### src/rtl/codec_spi_config_pkg.sv
// Shared definitions for the ADAU1761 SPI configuration block.
// Contents: FSM state encoding, frame constants, init table length,
// ROM entry layout and the SPI frame builder.
package codec_spi_config_pkg;

   localparam logic [7:0]  CHIP_ADDR_W = 8'h00;    // chip address byte, R/W bit = 0 (write)
   localparam logic [15:0] WAIT_ADDR   = 16'hFFFF; // ROM marker for a timed wait entry
   localparam int unsigned INIT_LEN    = 14;
   localparam int unsigned FRAME_BITS  = 32;
   localparam int unsigned IDX_W       = $clog2(INIT_LEN + 1);

   typedef enum logic [2:0] {
      StWake,
      StFetch,
      StWaiting,
      StLoad,
      StShift,
      StEnd,
      StGap,
      StIdle
   } state_e;

   typedef struct packed {
      logic [15:0] addr;
      logic [7:0]  data;
   } rom_entry_t;

   function automatic logic [FRAME_BITS-1:0] make_frame(input logic [15:0] addr,
                                                        input logic [7:0]  data);
      return {CHIP_ADDR_W, addr, data};
   endfunction

endpackage

### src/rtl/codec_init_rom.sv
// Codec init table: combinational index decode, registered output (1-cycle latency).
// Ports:
//   sys_clk  in   clock
//   idx      in   table index
//   entry    out  {addr[15:0], data[7:0]} of the entry indexed on the previous cycle
module codec_init_rom
   import codec_spi_config_pkg::*;
(
   input  logic             sys_clk,
   input  logic [IDX_W-1:0] idx,
   output rom_entry_t       entry
);

   rom_entry_t entry_d;

   always_comb begin
      entry_d = '{addr: 16'h0000, data: 8'h00};
      case (int'(idx))
         0:  entry_d = '{addr: 16'h4000, data: 8'h01}; // core clock on, MCLK source
         1:  entry_d = '{addr: WAIT_ADDR, data: 8'h00}; // let the core clock settle
         2:  entry_d = '{addr: 16'h4015, data: 8'h00}; // serial port 0: slave
         3:  entry_d = '{addr: 16'h4016, data: 8'h00}; // serial port 1: I2S framing
         4:  entry_d = '{addr: 16'h4017, data: 8'h00}; // converter 0: fs = 48 kHz
         5:  entry_d = '{addr: 16'h401C, data: 8'h21}; // mixer 3: left DAC on
         6:  entry_d = '{addr: 16'h401E, data: 8'h41}; // mixer 4: right DAC on
         7:  entry_d = '{addr: 16'h4023, data: 8'hE7}; // left headphone volume, unmute
         8:  entry_d = '{addr: 16'h4024, data: 8'hE7}; // right headphone volume, unmute
         9:  entry_d = '{addr: 16'h4029, data: 8'h03}; // playback power management
         10: entry_d = '{addr: 16'h402A, data: 8'h03}; // DAC control 0: both channels
         11: entry_d = '{addr: 16'h40F2, data: 8'h01}; // serial input route to DACs
         12: entry_d = '{addr: 16'h40F9, data: 8'h7F}; // clock enable 0
         13: entry_d = '{addr: 16'h40FA, data: 8'h03}; // clock enable 1
         default: entry_d = '{addr: 16'h0000, data: 8'h00};
      endcase
   end

   always_ff @(posedge sys_clk) begin
      entry <= entry_d;
   end

endmodule

### src/rtl/codec_spi_config.sv
// ADAU1761 SPI control-port configurator.
// Wakes the codec into SPI mode (3 CLATCH pulses), replays the init ROM, then accepts
// single-register writes over a valid/ready host port. SPI mode 0, MSB first.
// Ports:
//   sys_clk, rst              clock, synchronous active-high reset
//   host_valid/host_ready     write handshake; host_addr/host_data sampled on handshake
//   busy                      wake, init, frame or gap in progress
//   init_done                 init table complete, sticky until rst
//   ac_clatch/ac_cclk/ac_cdata SPI latch (idle high), clock (idle low), data
module codec_spi_config
   import codec_spi_config_pkg::*;
#(
   parameter int unsigned CLK_DIV     = 5,
   parameter int unsigned GAP         = 2,
   parameter int unsigned WAIT_CYCLES = 100000
) (
   input  logic        sys_clk,
   input  logic        rst,
   input  logic        host_valid,
   output logic        host_ready,
   input  logic [15:0] host_addr,
   input  logic [7:0]  host_data,
   output logic        busy,
   output logic        init_done,
   output logic        ac_clatch,
   output logic        ac_cclk,
   output logic        ac_cdata
);

   localparam int unsigned CNT_W  = $clog2(CLK_DIV + 1);
   localparam int unsigned WAIT_W = $clog2(WAIT_CYCLES + 1);

   localparam logic [CNT_W-1:0]  CNT_LAST   = CNT_W'(CLK_DIV - 1);
   localparam logic [WAIT_W-1:0] WAIT_LAST  = WAIT_W'(WAIT_CYCLES - 1);
   localparam logic [15:0]       WAKE_LAST  = 16'd5;
   localparam logic [15:0]       SHIFT_LAST = 16'(2 * FRAME_BITS - 1);
   // Latch-high spacing is GAP full CCLK periods, i.e. 2*GAP half-periods.
   localparam logic [15:0]       GAP_LAST   = 16'(2 * GAP - 1);

   state_e                state;
   logic [CNT_W-1:0]      cnt;
   logic [15:0]           half;
   logic [WAIT_W-1:0]     wait_cnt;
   logic [IDX_W-1:0]      idx;
   logic [FRAME_BITS-2:0] shreg;      // bits still to send after the one on ac_cdata
   logic                  host_frame;
   rom_entry_t            rom_entry;
   logic                  tick;
   logic [FRAME_BITS-1:0] rom_word;
   logic [FRAME_BITS-1:0] host_word;

   assign tick      = (cnt == CNT_LAST);
   assign rom_word  = make_frame(rom_entry.addr, rom_entry.data);
   assign host_word = make_frame(host_addr, host_data);

   codec_init_rom u_rom (
      .sys_clk (sys_clk),
      .idx     (idx),
      .entry   (rom_entry)
   );

   always_ff @(posedge sys_clk) begin
      if (rst) begin
         state      <= StWake;
         cnt        <= '0;
         half       <= '0;
         wait_cnt   <= '0;
         idx        <= '0;
         shreg      <= '0;
         host_frame <= 1'b0;
         ac_clatch  <= 1'b1;
         ac_cclk    <= 1'b0;
         ac_cdata   <= 1'b0;
         host_ready <= 1'b0;
         busy       <= 1'b0;
         init_done  <= 1'b0;
      end else begin
         // Half-period time base; every transition below happens on a tick or zeroes cnt.
         cnt <= tick ? '0 : cnt + 1'b1;

         case (state)
            StWake: begin
               busy      <= 1'b1;
               // Even half-periods low, odd high: three pulses over six halves.
               ac_clatch <= half[0];
               if (tick) begin
                  if (half == WAKE_LAST) begin
                     half  <= '0;
                     state <= StFetch;
                  end else begin
                     half <= half + 16'd1;
                  end
               end
            end

            StFetch: begin
               // First cycle lets the ROM register the entry for the new idx.
               if (cnt == '0) begin
                  cnt <= CNT_W'(1);
               end else begin
                  cnt <= '0;
                  if (idx == IDX_W'(INIT_LEN)) begin
                     state      <= StIdle;
                     init_done  <= 1'b1;
                     host_ready <= 1'b1;
                     busy       <= 1'b0;
                  end else if (rom_entry.addr == WAIT_ADDR) begin
                     wait_cnt <= '0;
                     state    <= StWaiting;
                  end else begin
                     shreg      <= rom_word[FRAME_BITS-2:0];
                     ac_cdata   <= rom_word[FRAME_BITS-1];
                     ac_clatch  <= 1'b0;
                     host_frame <= 1'b0;
                     state      <= StLoad;
                  end
               end
            end

            StWaiting: begin
               if (wait_cnt == WAIT_LAST) begin
                  idx   <= idx + 1'b1;
                  cnt   <= '0;
                  state <= StFetch;
               end else begin
                  wait_cnt <= wait_cnt + 1'b1;
               end
            end

            StLoad: begin
               if (tick) begin
                  half    <= '0;
                  ac_cclk <= 1'b1;
                  state   <= StShift;
               end
            end

            StShift: begin
               // Even halves are CCLK high; their end is the falling edge where data advances.
               if (tick) begin
                  half <= half + 16'd1;
                  if (!half[0]) begin
                     ac_cclk  <= 1'b0;
                     ac_cdata <= shreg[FRAME_BITS-2];
                     shreg    <= {shreg[FRAME_BITS-3:0], 1'b0};
                  end else if (half == SHIFT_LAST) begin
                     state <= StEnd;
                  end else begin
                     ac_cclk <= 1'b1;
                  end
               end
            end

            StEnd: begin
               if (tick) begin
                  ac_clatch <= 1'b1;
                  half      <= '0;
                  state     <= StGap;
               end
            end

            StGap: begin
               if (tick) begin
                  if (half == GAP_LAST) begin
                     half <= '0;
                     if (host_frame) begin
                        host_ready <= 1'b1;
                        busy       <= 1'b0;
                        state      <= StIdle;
                     end else begin
                        idx   <= idx + 1'b1;
                        state <= StFetch;
                     end
                  end else begin
                     half <= half + 16'd1;
                  end
               end
            end

            StIdle: begin
               if (host_valid && host_ready) begin
                  shreg      <= host_word[FRAME_BITS-2:0];
                  ac_cdata   <= host_word[FRAME_BITS-1];
                  ac_clatch  <= 1'b0;
                  host_ready <= 1'b0;
                  busy       <= 1'b1;
                  host_frame <= 1'b1;
                  cnt        <= '0;
                  state      <= StLoad;
               end
            end

            default: state <= StWake;
         endcase
      end
   end

endmodule

### config.mk
export PLATFORM = sky130hd
export DESIGN_NAME = codec_spi_config
export DESIGN_NICKNAME = d
export VERILOG_FILES = /design/src/rtl/codec_spi_config_pkg.sv /design/src/rtl/codec_init_rom.sv /design/src/rtl/codec_spi_config.sv
export SDC_FILE = /design/constraint.sdc
export NUM_CORES = 1
export LEC_CHECK = 0
export CAP_MARGIN = 20
export CORE_ASPECT_RATIO = 1.1
export CORE_UTILIZATION = 30
export DETAILED_ROUTE_END_ITERATION = 10
export PLACE_DENSITY = 0.52
export REMOVE_ABC_BUFFERS = 1
export SYNTH_ARGS = -nofsm -noshare
export SYNTH_HDL_FRONTEND = slang
export SYNTH_SLANG_ARGS = --single-unit
### constraint.sdc
create_clock -name sys_clk -period 2.6 [get_ports sys_clk]
set_clock_uncertainty 0.2 [all_clocks]
set_input_delay 0.65 -clock sys_clk [delete_from_list [all_inputs] [get_ports sys_clk]]
set_output_delay 0.65 -clock sys_clk [all_outputs]
set_load 0.02 [all_outputs]
==> results of run 1 <==
state kept, by name, indices dropped and copies added (netlist names):
signal and count:
shreg 31, wait_cnt 17, half 16, u_rom.entry 16, idx 4, cnt 3, state 3, ac_cclk 1
ac_cdata 1, ac_clatch 1, busy 1, host_frame 1, host_ready 1, init_done 1
cell families (layout without fill, tap and decap cells):
group | after synthesis | count (layout) | share of synthesized area [%]
muxes | 7 | 7 | 1.71
and+or+nand+nor | 236 | 236 | 24.4
AOI/OAI and AO/OA | 168 | 168 | 23.5
buffers and inverters | 60 | 105 | 4.80
DFF | 97 | 97 | 39.0
adders and majority gates | 15 | 15 | 3.77
xor gates and xnor gates | 16 | 16 | 2.81
through the flow:
stage                     setup slack (ns)  instance area [um^2]  utilization (%)  hold slack, ns  std cells
final                                0.133                  6030             37.0           0.269        848
after global routing                0.0215                  6030             37.0           0.290        848
after CTS                           0.0864                  6010             36.9           0.272        848
after detailed placement            -0.202                  5700             35.0           0.259        832
after global placement              -0.155                  5700             35.0           0.251        832
after floorplan                     -0.949                  4800                -           0.222        556
area by class of cell:
| class | instances | area, um^2 |
|---|---|---|
| inverter | 17 | 63.8 |
| fill | 1589 | 10300 |
| sequential | 97 | 1940 |
| clock buffer | 9 | 225 |
| timing repair buffer | 72 | 641 |
| clock inverter | 7 | 85.1 |
| tap | 204 | 255 |
| multi-input combinational | 442 | 2820 |
routing by layer:
layer	up-vias	wire length (um)	share of wire, %	GRT usage [%]
li1	2315	-	-	-
met2	82	5780	46	24.7
met4	0	191	1.5	5.56
met3	15	377	3.0	3.01
met5	-	0	0	0
met1	2162	6160	49	19.2
power by group:
part	total [mW]	internal [mW]	switching, mW
Combinational	0.838	0.364	0.473
Clock	1.35	0.687	0.663
Sequential	1.72	1.64	0.0848
Total	3.91	2.69	1.22
worst max-delay path by stage:
stage                             startpoint                     end  slack, ns  cells past startpoint
floorplan              state[2]$_SDFFE_PP0P_  shreg[10]$_SDFFE_PP0P_      -0.95                      5
global placement                  host_valid   state[1]$_SDFFE_PP0P_      -0.15                      6
detailed placement                host_valid   shreg[7]$_SDFFE_PP0P_      -0.20                      8
CTS                        cnt[0]$_SDFF_PP0_   state[1]$_SDFFE_PP0P_       0.09                      6
global route           half[12]$_SDFFE_PP0P_   state[1]$_SDFFE_PP0P_       0.02                      5
finish              wait_cnt[0]$_SDFFE_PP0P_   state[1]$_SDFFE_PP0P_       0.13                      6
worst min-delay path, stage by stage, from the launching register on:
cell,delay (ns)
dfxtp_1,0.30
nand2_1,0.05
a311oi_1,0.08
placed cells by master, fill, tap and decap left out, drive strengths merged, types with 12 or more instances in the layout:
cell / instances
dfxtp: 97
nor2: 70
nand2: 46
buf: 41
nand3: 35
a21oi: 32
clkdlybuf4s50: 31
o21ai: 25
a211oi: 20
inv: 20
a311oi: 19
a22oi: 15
ha: 15
nand2b: 12
==> results.toml, run 1 <==
[run_status]
status = "finished, violations left"
violations = "design-rule violations"

[power_and_ir_drop]
ir_worst_vdd_uv = 351
p_total_mw = 3.91
power_density_mw_per_mm2 = 648
leakage_nw = 2.04

[worst_setup_path]
slowest_delay_ns = 0.56
rr_startpoint = "wait_cnt[0]$_SDFFE_PP0P_"
arrival_ns = 2.50
path_class = "register to register"
crit_required_ns = 2.63
crit_buf_inv = 0
crit_top_cell = "and4_1"
worst_r2r_endpoint = "state[1]$_SDFFE_PP0P_"
start_kind = "register"
cp_max_fo = 5
crit_family = "simple AND/OR/NAND/NOR gates"
reg2reg_slack_ns = 0.13
path_cells = "ha_1 > and4_1 > and4_1 > o211ai_1 > or4_1 > mux2_2"
crit_path_end_kind = "register"
rr_worst_depth = 6
worst_path_max_delay_cell = "or4_1"

[logic_synthesis]
yosys_warnings = 0
synthFlopType = "dfxtp_1"
syn_area_mm2 = 0.00498
synth_seq_cells = 97
ys_types = 62
synth_commonest_cells = "97 x dfxtp_1, 70 x nor2_1, 46 x nand2_1"
synth_cells = 599
yosysMostFrequentCell = "dfxtp_1"
async_flop_share_pct = 0
syn_area_per_cell_um2 = 8.31
synth-edff-count = 0
yosys.area.top_type = "dfxtp_1"
yosysTopAreaCellShare_pct = 39.0
ys_seq_area_share_pct = 39.0
synthTopCellsByArea = "dfxtp_1 39%, nor2_1 5.3%, ha_1 3.8%"

[floorplanning]
start_util_pct = 30.5
die_x_um = 125
die_h_um = 137
num_io_pins = 33
core_mm2 = 0.0163
placementRows = 49
dieArea_mm2 = 0.0171

[timing]
final-setup-viol-count = 0
drv_slew = 0
min_period_ns = 2.47
period_share_pct = 94.9
tightest_slew_ns = 0.594
hold_violations = 0
relSlewSlack_pct = 60.4
grt_setup_unrepaired = "false"
fmax_mhz = 405
setup_tns_ns = 0

[clocking]
cts.sinks = 97
cts_tree = "built"
htree_num_levels = 3
postCtsHoldBufs = 0
path_clk_slew_ns = 0.07
cts_setup_buffers = 0
clkLatencyLatePin_ns = 0.35
cts_made_buffers = 9
clockRootBuffer = "clkbuf_16"
cts.repair.resized = 0
clock_path_buffers = 2

[routing]
dr.pass1.iters = 10
drc_errors = 6
viasPerCell = 5.39
vias = 4574
wl_per_cell_um = 14.8
drt_wl_total_um = 12500
drt_iter0_markers = 380
postRouteAntennaNets = 0

[global_route]
grt_pass1_vias = 4163
grt_max_degree = 65
antenna_found_initial = 0
track_usage_pct = 14.9
grt_overflow_total = 0
grt_pass1_wl_um = 20500

[placement]
numPortBuffers = 32
gp_congestion = 0.879
hpwlAfterDp_um = 8680

[cells_and_area]
nets = 681
drive_above_1_share_pct = 11.5
diodes = 0
area_growth_pct = 21.1

[worst_hold_path]
hold-path-endpoint = "shreg[2]$_SDFFE_PP0P_"
hold_start = "u_rom.entry[2]$_DFF_P_"
min_path_cells = 2
hold_class = "register to register"

[run]
drv_cap = 0
Note: power is estimated with default switching activity, not from simulation.
==> inputs of run 2 (changes only) <==
REMOVE_ABC_BUFFERS = default   (was 1)
==> run 2 against run 1 <==
  * The flow still finishes with violations (design-rule violations)
  * Sequential power about the same
  * Critical path depth did not move
  * Worst setup slack got worse by 0.015 ns
  * Clock power about the same
  * Routed wire length rose by 9.5%
  * Count of clock-buffer cells in the layout did not move
  * Sequential cell count unchanged
  * Via count increased by 2.9%
  * Non-clock buffer count is 8 higher
==> results.toml, run 2 (synthesis gave the netlist of run 1 again) <==
[floorplanning]
start_util_pct = 30.5
num_io_pins = 33
dieArea_mm2 = 0.0171
core_mm2 = 0.0163
placementRows = 49
die_x_um = 125
die_h_um = 137

[clocking]
cts_tree = "built"
cts_made_buffers = 9
clockRootBuffer = "clkbuf_16"
clock_path_buffers = 2
cts.sinks = 97
path_clk_slew_ns = 0.08
clkLatencyLatePin_ns = 0.35
htree_num_levels = 3
postCtsHoldBufs = 0

[global_route]
grt.busiest_layer = "met2"
grt_max_degree = 42
antenna_found_initial = 0
grt_util_met3_pct = 2.74
use_met1_pct = 22.4
grt_overflow_total = 0
track_usage_pct = 16.4
grt_pass1_wl_um = 22500
gr-usage-met2_pct = 25.3
grt_pass1_vias = 4472

[cells_and_area]
nets = 689
nFillCells = 1654
area_growth_pct = 23.5
layout_common_cells = "96 x dfxtp_1, 69 x nor2_1, 45 x nand2_1"
finalInstanceArea_mm2 = 0.00615
largest_reg_flops = 31
diodes = 0
largestRegisters = "shreg (31), wait_cnt (17)"
final_cells = 856
layout.cells.most_common = "dfxtp_1"
drive_above_1_share_pct = 12.7
final_util_pct = 37.7
regMostFlops = "shreg"

[worst_setup_path]
crit_top_cell = "and4_1"
path_class = "register to register"
arrival_ns = 2.52
crit_path_end_kind = "register"
crit_buf_inv = 0
worst_r2r_endpoint = "state[2]$_SDFFE_PP0P_"
crit_start = "wait_cnt[0]$_SDFFE_PP0P_"
rr_worst_depth = 6
crit_family = "simple AND/OR/NAND/NOR gates"
start_kind = "register"
path_depth = 6
cp_max_fo = 5
worst_path_max_delay_cell = "or4_1"
crit_required_ns = 2.64
slowest_delay_ns = 0.57
path_cells = "ha_1 > and4_1 > and4_1 > o211ai_1 > or4_1 > mux2_2"
reg2reg_slack_ns = 0.12
crit_end = "state[2]$_SDFFE_PP0P_"
rr_startpoint = "wait_cnt[0]$_SDFFE_PP0P_"

[timing]
holdWs_ns = 0.272
grt_setup_unrepaired = "false"
tightest_slew_ns = 0.613
setup_tns_ns = 0
final-setup-viol-count = 0
hold_violations = 0
fmax_mhz = 403
relSlewSlack_pct = 59.0
period_share_pct = 95.5
finalWorstSetupSlack_ns = 0.118
drv_slew = 0
min_period_ns = 2.48

[power_and_ir_drop]
p_total_mw = 4.03
ir_worst_vdd_uv = 349
leakage_nw = 2.10
power_density_mw_per_mm2 = 655

[routing]
postRouteAntennaNets = 0
viasPerCell = 5.50
vias = 4705
wl_per_cell_um = 16.0
drt_wl_total_um = 13700
drt_iter0_markers = 470
dr.pass1.iters = 8
drc_errors = 2

[run]
drv_cap = 0

[logic_synthesis]
synth_fp_nets = 641

[worst_hold_path]
hold_class = "register to register"

[placement]
numPortBuffers = 32
post_dp_cell_area_mm2 = 0.00580
gp_congestion = 0.904
hpwlAfterDp_um = 9730
dp_slack_ns = -0.247
dp.cells = 838

[run_status]
status = "finished, violations left"
violations = "design-rule violations"
-- run 2: cell count changes in the layout (fill, tap and decap cells not counted), sizes merged --
cell    before  now
clkbuf       9   10
buf         41   48
inv         20   21
clkinv       3    2
-- run 2: per-layer routing --
layer	share of wire, %	vias up	wire [um]
met4	2.2	0	301
met3	4.6	22	624
met2	45	123	6140
met5	0	-	0
met1	48	2233	6640
li1	-	2327	-
-- run 2: layout make-up --
cell class	count	area (um^2)	share of cell area, %
clock inverters	7	72.6	1.18
flip-flops and latches	97	1940	31.6
multi-input cells	442	2820	45.9
clock buffers	9	225	3.66
repair buffers	80	768	12.5
inverters	17	63.8	1.04
well taps	204	255	4.15
-- run 2: power by group --
| part | internal (mW) | switching (mW) |
|---|---|---|
| Sequential | 1.64 | 0.0942 |
| Combinational | 0.448 | 0.515 |
| Clock | 0.680 | 0.651 |
| Total | 2.77 | 1.26 |
-- run 2: worst min-delay path, cell delays in order, from the launching register on --
cell	delay, ns
dfxtp_1	0.31
nand2b_1	0.06
a21oi_1	0.05
-- run 2: how the worst min path moves through the flow --
stage,start,end,slack (ns),cells after the start
5_1_grt,u_rom.entry[9]$_DFF_P_,shreg[9]$_SDFFE_PP0P_,0.29,2
3_3_place_gp,shreg[30]$_SDFFE_PP0P_,shreg[30]$_SDFFE_PP0P_,0.25,2
3_5_place_dp,wait_cnt[16]$_SDFFE_PP0P_,wait_cnt[16]$_SDFFE_PP0P_,0.26,1
2_1_floorplan,wait_cnt[16]$_SDFFE_PP0P_,wait_cnt[16]$_SDFFE_PP0P_,0.23,1
4_1_cts,u_rom.entry[9]$_DFF_P_,shreg[9]$_SDFFE_PP0P_,0.27,2
6_report,shreg[30]$_SDFFE_PP0P_,shreg[30]$_SDFFE_PP0P_,0.27,2
-- run 2: repair_timing --
action | in CTS | in global routing
cloned | 0 | 1
endpoints found under the setup margin | 8 | 9
pin swaps | 0 | 1
setup buffers | 0 | 1
resized for setup | 1 | 4
==> patch, RTL diff (config.mk and constraints of run 2) <==
Make the reset (`rst`) asynchronous in one clocked block. Comments in the files are not updated.
--- a/src/rtl/codec_spi_config.sv
+++ b/src/rtl/codec_spi_config.sv
@@ -60,5 +60,5 @@
    );
 
-   always_ff @(posedge sys_clk) begin
+   always_ff @(posedge sys_clk or posedge rst) begin
       if (rst) begin
          state      <= StWake;
Check against the original RTL: differs if rst is asserted again (counterexample within 4 cycles, from zero or initial values and one cycle with rst high); with rst held inactive, the same outputs for 10 cycles.
==> patch against run 2 <==
- core utilization down 0.12 points
- final area up 8.0%
- largest cell class unchanged
- count of clock-buffer cells in the layout up 1
- setup slack worse by 0.083 ns
- first-iteration DRC count down 48%
- sequential cell count unchanged
- final cell count up 1.4%
- wire length down 2.0%
- sequential share of layout area up 3.8 points
- die area up 8.8%
- area after synthesis up 9.0%
Power is not compared: it rests on default switching activity, and its combinational part moved more than twofold at a synthesized area within 25%.
==> patch: results (changes against run 2) <==
metric;value;unit;change
outcome;complete, no violations;;
grt_usage;0.154;;-0.00921
cp.arrival;2.61;ns;+0.09 ns
syn2layout_area_growth;22.4;%;
gp_congestion;0.830;;-8.2%
firstDrtPassIters;5;;-3
synth_seq_area_share;0.433;;+0.0428
ys.flop_type;dfrtp_1;;
yosys.cell_types.count;63;;+1.6%
hold_depth;1;;-1
drt-wirelength-per-cell;15.5;microns;-3.4%
min_to;init_done;;
synth_common_cells;81 x nand2_1, 80 x dfrtp_1, 31 x nor2_1, 29 x clkbuf_1, 22 x a21oi_1;;
fillCellCount;1764;;+6.7%
slew_headroom;0.547;;-0.0434
synthTopCellsByArea;dfrtp_1 37%, dfxtp_1 5.9%, nand2_1 5.6%, mux2_1 3.1%, ha_1 3.0%;;
drive_above_1_share;0.146;;+0.0187
post-place-ws;-0.0240;ns;+0.223 ns
regToRegEndpoint;half[8];;
cp_slowest_stage_delay;0.59;ns;+0.02 ns
hpwlAfterDp;9670;microns;-0.63%
postSynthCellCount;579;;-3.3%
cts_made_buffers;9;;unchanged
final-instance-count-excl-fill;868;;+1.4%
finalWorstSetupSlack;0.0356;ns;-0.0825 ns
p_switching;643;uW;
cp_top_family;simple AND/OR/NAND/NOR gates;;
cp_slowest_cell;or4_4;;
placed_area;6240;sq um;+7.6%
rr_startpoint;half[11];;
async_flop_share;0.835;;+0.835
grt_pass1_wl;22500;microns;+0.21%
grt_max_degree;34;;-19%
vias_per_cell;5.27;;-4.1%
min-delay-start;init_done;;
numPlacedInstances;847;;+1.1%
drtIter0Drc;243;;-48%
nNetsFinal;665;;-3.5%
syn_nets;619;;-3.4%
grt_pass1_vias;4480;;+0.18%
holdWs;0.263;ns;-0.00875 ns
worst-path-max-fanout;4;;-1
synth_edf_count;0;;unchanged
[patch: cell count changes after synthesis, moves of 12 or more]
| cell | delta |
|---|---|
| dfxtp_1 | -81 |
| dfrtp_1 | +80 |
| nor2_1 | -39 |
| nand2_1 | +35 |
| a311oi_1 | -19 |
| a211oi_1 | -17 |
| mux2_1 | +15 |
| nand3_1 | -15 |
| a221o_1 | +12 |
| o21ai_0 | -12 |
[patch: cell families after synthesis]
| group | synth area share |
|---|---|
| buffers and inverters | 0.0447 |
| XOR/XNOR | 0.0226 |
| AND/OR/NAND/NOR | 0.207 |
| AO/OA/AOI/OAI | 0.179 |
| multiplexers | 0.0844 |
| flip-flops | 0.433 |
| adder cells (fa/ha/maj) | 0.0300 |
[patch: layout make-up]
| class | instances | area share |
|---|---|---|
| multi-input combinational | 423 | 0.439 |
| clock buffer | 10 | 0.0345 |
| sequential | 97 | 0.354 |
| inverter | 20 | 0.0119 |
| tap | 238 | 0.0448 |
| timing repair buffer | 74 | 0.105 |
| clock inverter | 6 | 0.0109 |
[patch: how the worst max path moves through the flow]
stage / start / endpoint / depth (start not counted)
after global placement: half[10] / half[13] / 5
final: half[11] / half[8] / 6
after detailed placement: half[10] / half[11] / 5
after CTS: half[1] / state[2] / 7
after global routing: half[0] / state[2] / 7
after floorplan: cnt[0] / shreg[0] / 9
[patch: repair_timing]
action | in CTS | in global routing
cloned | 0 | 1
setup endpoints to repair | 9 | 26
hold buffers | 0 | 0
setup buffers | 0 | 4
pin swaps | 0 | 2
resized for setup | 1 | 14
endpoints found under the hold margin | 0 | 0
[patch: layer usage]
layer / vias up / global-route usage / wire length (microns) / part of all wire
met2: 126 / 0.244 / 6110 / 0.45
met5: - / 0 / 0 / 0
li1: 2221 / - / - / -
met3: 22 / 0.0270 / 553 / 0.041
met1: 2206 / 0.204 / 6450 / 0.48
met4: 0 / 0.0722 / 323 / 0.024
[patch: power groups by stage]
stage                     clock, mW  sequential (mW)  combinational, mW
after floorplan                   0             1.53             0.0191
after global placement            0             1.53             0.0785
after detailed placement          0             1.53             0.0784
after CTS                      1.41             1.50             0.0788
after global routing           1.48             1.50             0.0839
final                          1.37             1.50             0.0753
